<file path="config.mk">
export PLATFORM = sky130hd
export DESIGN_NAME = sqrt_calculator_gen2
export DESIGN_NICKNAME = d
export VERILOG_FILES = /design/src/rtl/sqrt_pkg.sv /design/src/rtl/sqrt_step.sv /design/src/rtl/sqrt_calculator_gen2.sv
export SDC_FILE = /design/constraint.sdc
export NUM_CORES = 1
export LEC_CHECK = 0
export ABC_AREA = 1
export ABC_CLOCK_PERIOD_IN_PS = 3000
export BUFFER_PORTS_ARGS = -buffer_cell sky130_fd_sc_hd__buf_2
export CAP_MARGIN = 30
export CORE_MARGIN = 1
export CORE_UTILIZATION = 40
export DETAILED_ROUTE_END_ITERATION = 8
export GPL_ROUTABILITY_DRIVEN = 0
export PLACE_DENSITY_LB_ADDON = 0.05
export SLEW_MARGIN = 20
export SYNTH_ARGS = -nofsm -noshare
export SYNTH_HDL_FRONTEND = slang
export SYNTH_HIERARCHICAL = 1
export SYNTH_SLANG_ARGS = --single-unit
</file>
<file path="constraint.sdc">
create_clock -name clk -period 3 [get_ports clk]
set_clock_uncertainty 0.1 [all_clocks]
set_input_delay 0.15 -clock clk [delete_from_list [all_inputs] [get_ports clk]]
set_output_delay 0.15 -clock clk [all_outputs]
set_load 0.02 [all_outputs]
</file>
<file path="src/rtl/sqrt_pkg.sv">
// Shared types and sizing helpers for the sequential integer square-root engine.
package sqrt_pkg;

  typedef enum logic [1:0] {
    S_IDLE = 2'd0,
    S_CALC = 2'd1,
    S_FIN  = 2'd2
  } sqrt_state_e;

  // Clock cycles spent in CALC: each cycle retires 2*steps_per_cycle radicand bits.
  function automatic int sqrt_iter(input int in_w, input int steps_per_cycle);
    return in_w / (2 * steps_per_cycle);
  endfunction

  function automatic int sqrt_cnt_w(input int iter);
    return (iter > 1) ? $clog2(iter) : 1;
  endfunction

endpackage

</file>
<file path="src/rtl/sqrt_step.sv">
// One restoring square-root recurrence step: folds two radicand bits into the
// partial remainder and decides the next root bit.
module sqrt_step #(
  parameter int OUT_W = 8
) (
  input  logic [OUT_W+1:0] rem_in,
  input  logic [OUT_W-1:0] root_in,
  input  logic [1:0]       bits,
  output logic [OUT_W+1:0] rem_out,
  output logic [OUT_W-1:0] root_out
);

  logic [OUT_W+3:0] rem_shift;
  logic [OUT_W+3:0] trial;
  logic [OUT_W+3:0] diff;
  logic             take;

  always_comb begin
    rem_shift = {rem_in, bits};
    trial     = {2'b00, root_in, 2'b01};
    diff      = rem_shift - trial;
    take      = (rem_shift >= trial);
    rem_out   = take ? diff[OUT_W+1:0] : rem_shift[OUT_W+1:0];
    root_out  = {root_in[OUT_W-2:0], take};
  end

endmodule

</file>
<file path="src/rtl/sqrt_calculator_gen2.sv">
// Multi-cycle integer square root (floor root plus remainder) behind a start/done handshake.
// Define SQRT_ROUND_EN to round the reported root to nearest instead of flooring it.
module sqrt_calculator_gen2
  import sqrt_pkg::*;
#(
  parameter  int IN_W            = 16,
  parameter  int SIGNED_IN       = 1,
  parameter  int STEPS_PER_CYCLE = 1,
  localparam int OUT_W           = IN_W / 2
) (
  input  logic             clk,
  input  logic             rst,
  input  logic             start,
  input  logic [IN_W-1:0]  in,
  output logic [OUT_W-1:0] out,
  output logic [OUT_W:0]   rem,
  output logic             error,
  output logic             busy,
  output logic             done,
  output sqrt_state_e      state
);

  localparam int ITER  = sqrt_iter(IN_W, STEPS_PER_CYCLE);
  localparam int CNT_W = sqrt_cnt_w(ITER);

  // Handshake: a request is taken when start is high in IDLE outside the done
  // cycle; in is captured on that edge only. done pulses one cycle with the
  // result, and busy covers every cycle from after the accept through done.

  sqrt_state_e      state_q, state_d;
  logic [CNT_W-1:0] cnt_q;
  logic [IN_W-1:0]  rad_q;
  logic [OUT_W-1:0] root_q;
  logic [OUT_W+1:0] rem_q;
  logic             neg_q;
  logic             accept;
  logic             neg_in;
  logic [OUT_W-1:0] out_fin;

  logic [OUT_W+1:0] rem_c  [STEPS_PER_CYCLE+1];
  logic [OUT_W-1:0] root_c [STEPS_PER_CYCLE+1];

  assign neg_in = (SIGNED_IN != 0) && in[IN_W-1];
  assign accept = (state_q == S_IDLE) && start && !done;
  assign busy   = (state_q != S_IDLE) || done;
  assign state  = state_q;

  assign rem_c[0]  = rem_q;
  assign root_c[0] = root_q;

  for (genvar i = 0; i < STEPS_PER_CYCLE; i++) begin : g_step
    sqrt_step #(.OUT_W(OUT_W)) u_step (
      .rem_in  (rem_c[i]),
      .root_in (root_c[i]),
      .bits    (rad_q[IN_W-1-2*i -: 2]),
      .rem_out (rem_c[i+1]),
      .root_out(root_c[i+1])
    );
  end

`ifdef SQRT_ROUND_EN
  // rem_floor > root_floor means in is past (root+0.5)^2; saturate at all-ones.
  logic round_up;
  assign round_up = (rem_q > {2'b00, root_q}) && (root_q != {OUT_W{1'b1}});
  assign out_fin  = root_q + OUT_W'(round_up);
`else
  assign out_fin  = root_q;
`endif

  always_comb begin
    state_d = state_q;
    case (state_q)
      S_IDLE: if (accept) state_d = neg_in ? S_FIN : S_CALC;
      S_CALC: if (cnt_q == CNT_W'(ITER - 1)) state_d = S_FIN;
      S_FIN:  state_d = S_IDLE;
      default: state_d = S_IDLE;
    endcase
  end

  always_ff @(posedge clk) begin
    if (rst) state_q <= S_IDLE;
    else     state_q <= state_d;
  end

  always_ff @(posedge clk) begin
    if (rst) begin
      cnt_q  <= '0;
      rad_q  <= '0;
      root_q <= '0;
      rem_q  <= '0;
      neg_q  <= 1'b0;
      out    <= '0;
      rem    <= '0;
      error  <= 1'b0;
      done   <= 1'b0;
    end else begin
      done <= 1'b0;
      case (state_q)
        S_IDLE: begin
          if (accept) begin
            rad_q  <= in;
            root_q <= '0;
            rem_q  <= '0;
            cnt_q  <= '0;
            neg_q  <= neg_in;
          end
        end
        S_CALC: begin
          rad_q  <= rad_q << (2 * STEPS_PER_CYCLE);
          root_q <= root_c[STEPS_PER_CYCLE];
          rem_q  <= rem_c[STEPS_PER_CYCLE];
          cnt_q  <= cnt_q + 1'b1;
        end
        S_FIN: begin
          done  <= 1'b1;
          error <= neg_q;
          out   <= neg_q ? '0 : out_fin;
          rem   <= neg_q ? '0 : (OUT_W+1)'(rem_q);
        end
        default: ;
      endcase
    end
  end

endmodule

</file>
==> run_results.csv <==
group,metric,value,unit
synth,synth_top_cell_by_area,"dfxtp_1",
power,p_leak,0.00168,uW
die,start_util,41.6,%
place,io_buffers,40,
global_route,antenna_found_initial,0,
setup_path,cpMostUsedCell,"nand2_1",
place,dp_slack,0.829,ns
global_route,grt_pass1_wl,12900,um
setup_path,slowest_stage,"dfxtp_1",
timing,grt_setup_unrepaired,"false",
die,rows,33,
place,hpwlAfterDp,5130,um
timing,fin_ws,0.803,ns
clocking,insertion_delay,0.33,ns
setup_path,slowest_delay,0.37,ns
clocking,clkTransAtPathRegs,0.07,ns
synth,syn_area,3450,um^2
synth,synthCells,477,
synth,synth_edf_count,0,
die,die_w,94.9,um
synth,synth_ff_type,"dfxtp_1",
setup_path,worstSetupPathType,"reg2reg",
layout,layout-drive-gt1-share,19.2,%
clocking,htree_levels,3,
route,vias,2973,
clocking,clock_sink_count,59,
setup_path,worstPathCellList,"inv_1 -> ha_1 -> nand2_1 -> inv_1 -> nand2_1 -> nand2_1 -> nand2_1 -> nand4_4 -> o21ai_0 -> nand2_1 -> a21oi_1",
die,dieArea,9010,um^2
global_route,grt-ovfl-total,0,
power,ir_drop,0.211,mV
route,viasPerCell,4.87,
setup_path,cp.required,3.17,ns
synth,yosys_warnings,6,
setup_path,crit_buf_inv,2,
clocking,cts_root_buffer,"clkbuf_8",
die,core_area,8300,um^2
synth,syn-num-nets,508,
layout,fillers,868,
power,cellPowerDensity,708,nW/um^2
timing,slew_violations,0,
route,wl,7850,um
route,dr.first_iter.drc_count,114,
flow_run,cap_viol_max_count,0,
die,io_pins,41,
timing,slew_headroom,58.0,%
synth,synth_seq_cells,59,
layout,final_nets,531,
min_path,hold_class,"in2reg",
setup_path,cp-end-kind,"flop",
route,drc,0,
clocking,cts_tree,"built",
timing,post-route-min-period,2.20,ns
outcome,status,"finished, final reports clean",
timing,fin_setup_tns,0,ns
layout,diodes,0,
setup_path,crit_arrival,2.36,ns
route,drt-wirelength-per-cell,12.9,um
clocking,cts_resized,0,
global_route,first_global_vias,2635,
setup_path,start_kind,"flop",
setup_path,path_max_fanout,15,
timing,fin_crit_sh,73.2,%
die,fp.dieH,94.9,um
layout,syn2layout_area_growth,8.91,%
clocking,cts_buffers,9,
timing,max_freq,455,MHz
synth,ys_top_cells_by_area,"dfxtp_1 34%, nand2_1 15%, a21oi_1 5.7%",
setup_path,path_delay_family,"simple AND/OR/NAND/NOR gates",
synth,ys_types,36,
timing,finalHoldViolCount,0,
global_route,grt_max_degree,62,
synth,async_flop_share,0,%
synth,avgSynthCellArea,7.24,um^2
clocking,cts_max_path_buffers,2,
synth,yosysTopAreaCellShare,34.2,%
min_path,min_from,"in[4]",
setup_path,critPathLaunch,"out_fin[4]",
timing,setup-violations-final,0,
global_route,grt_usage,18.6,%
timing,worst_slew_pin_slew,0.630,ns
route,ant_nets,0,
synth,synth-seq-area-share,34.2,%
setup_path,r2r_start,"out_fin[4]",
route,first_pass_iters,5,
==> state kept, by name, indices dropped and copies added, names as in the netlist <==
register  flops
rad_q        16
out           8
cnt_q         3
rem_q        10
error         1
neg_q         1
done          1
out_fin       8
rem           9
state         2
==> what timing repair did <==
| item | 4_1_cts | 5_1_grt |
|---|---|---|
| hold endpoints to repair | 2 | 0 |
| hold buffers | 2 | 0 |
| buffers inserted | 0 | 0 |
==> report_power, final <==
group | switching, uW | internal, uW | leakage, uW
registers | 50.3 | 843 | 0.000480
clock network | 330 | 454 | 0.000110
logic | 654 | 332 | 0.00109
==> tightest hold or removal path, stage by stage <==
cell	delay [ns]
buf_2	0.07
nand2_1	0.04
nand2_1	0.05
nor2_1	0.04
nor2_1	0.07
==> synthesized netlist by cell type, types with 3 or more instances <==
cell and instances:
nand3b_1 7, a21oi_2 9, nand3_2 5, dfxtp_1 59, nand2_2 4, buf_2 3
nand4_1 8, buf_6 10, a21oi_1 39, nor2_1 36, nand3_1 35, o21ai_1 3
nand2_4 3, ha_1 12, o21ai_0 13, o21ai_2 3, inv_1 48, nor2_4 4
nand2_1 140, buf_4 11, clkbuf_1 5
==> layer usage <==
metal  track usage, %  part of all wire (%)  vias to the layer above
met5                0                     0                        -
met4             6.31                   1.1                        0
li1                 -                     -                     1559
met1             24.6                    47                     1338
met2             29.5                    47                       67
met3             4.51                   5.7                        9
==> cells by family (layout without fill, tap and decap cells) <==
| kind of cell | count (synthesis) | in the layout | synth area share (%) |
|---|---|---|---|
| XOR/XNOR | 3 | 3 | 0.761 |
| flip-flops | 59 | 59 | 34.2 |
| adder cells (fa/ha/maj) | 12 | 12 | 4.35 |
| AO/OA/AOI/OAI | 69 | 69 | 11.7 |
| AND/OR/NAND/NOR | 251 | 251 | 35.6 |
| buffers and inverters | 83 | 111 | 13.4 |
==> metrics by stage <==
stage	instances	util, %	instance area, um^2	hold slack (ns)	power (uW)
2_1_floorplan	477	-	3450	0.185	1820
3_3_place_gp	592	42.5	3530	0.275	1890
3_5_place_dp	592	42.5	3530	0.279	1900
4_1_cts	610	45.3	3760	0.0197	2690
5_1_grt	610	45.3	3760	0.0321	2860
6_report	610	45.3	3760	0.0295	2660
==> placed cells by master, fill, tap and decap left out, types with 3 or more instances in the layout <==
cell type and count:
ha_1 12, o21ai_0 13, nand3_2 5, nand3_1 35, nand4_1 8, inv_1 48
nor2_1 36, o21ai_1 3, o21ai_2 3, nor2_4 4, dfxtp_1 59, clkbuf_8 12
nand2_4 3, nand3b_1 7, a21oi_1 39, buf_2 40, nand2_1 140, nand2_2 4
a21oi_2 9
==> layout make-up <==
cell class | instances | area (um^2) | area share (%)
timing repair buffer | 43 | 228 | 6.05
inverter | 52 | 198 | 5.25
clock buffer | 13 | 169 | 4.49
multi-input combinational | 335 | 1810 | 48.2
sequential | 59 | 1180 | 31.4
tap | 105 | 131 | 3.49
clock inverter | 3 | 43.8 | 1.16
==> final timing paths <==
check             end  slack (ns)  cells after the start
max reg2reg  rem_q[1]        0.80                     11
min          rad_q[4]        0.03                      5
max          rem_q[1]        0.80                     11
min reg2reg    rem[6]        0.36                      2
(Power assumes the default switching activity.)
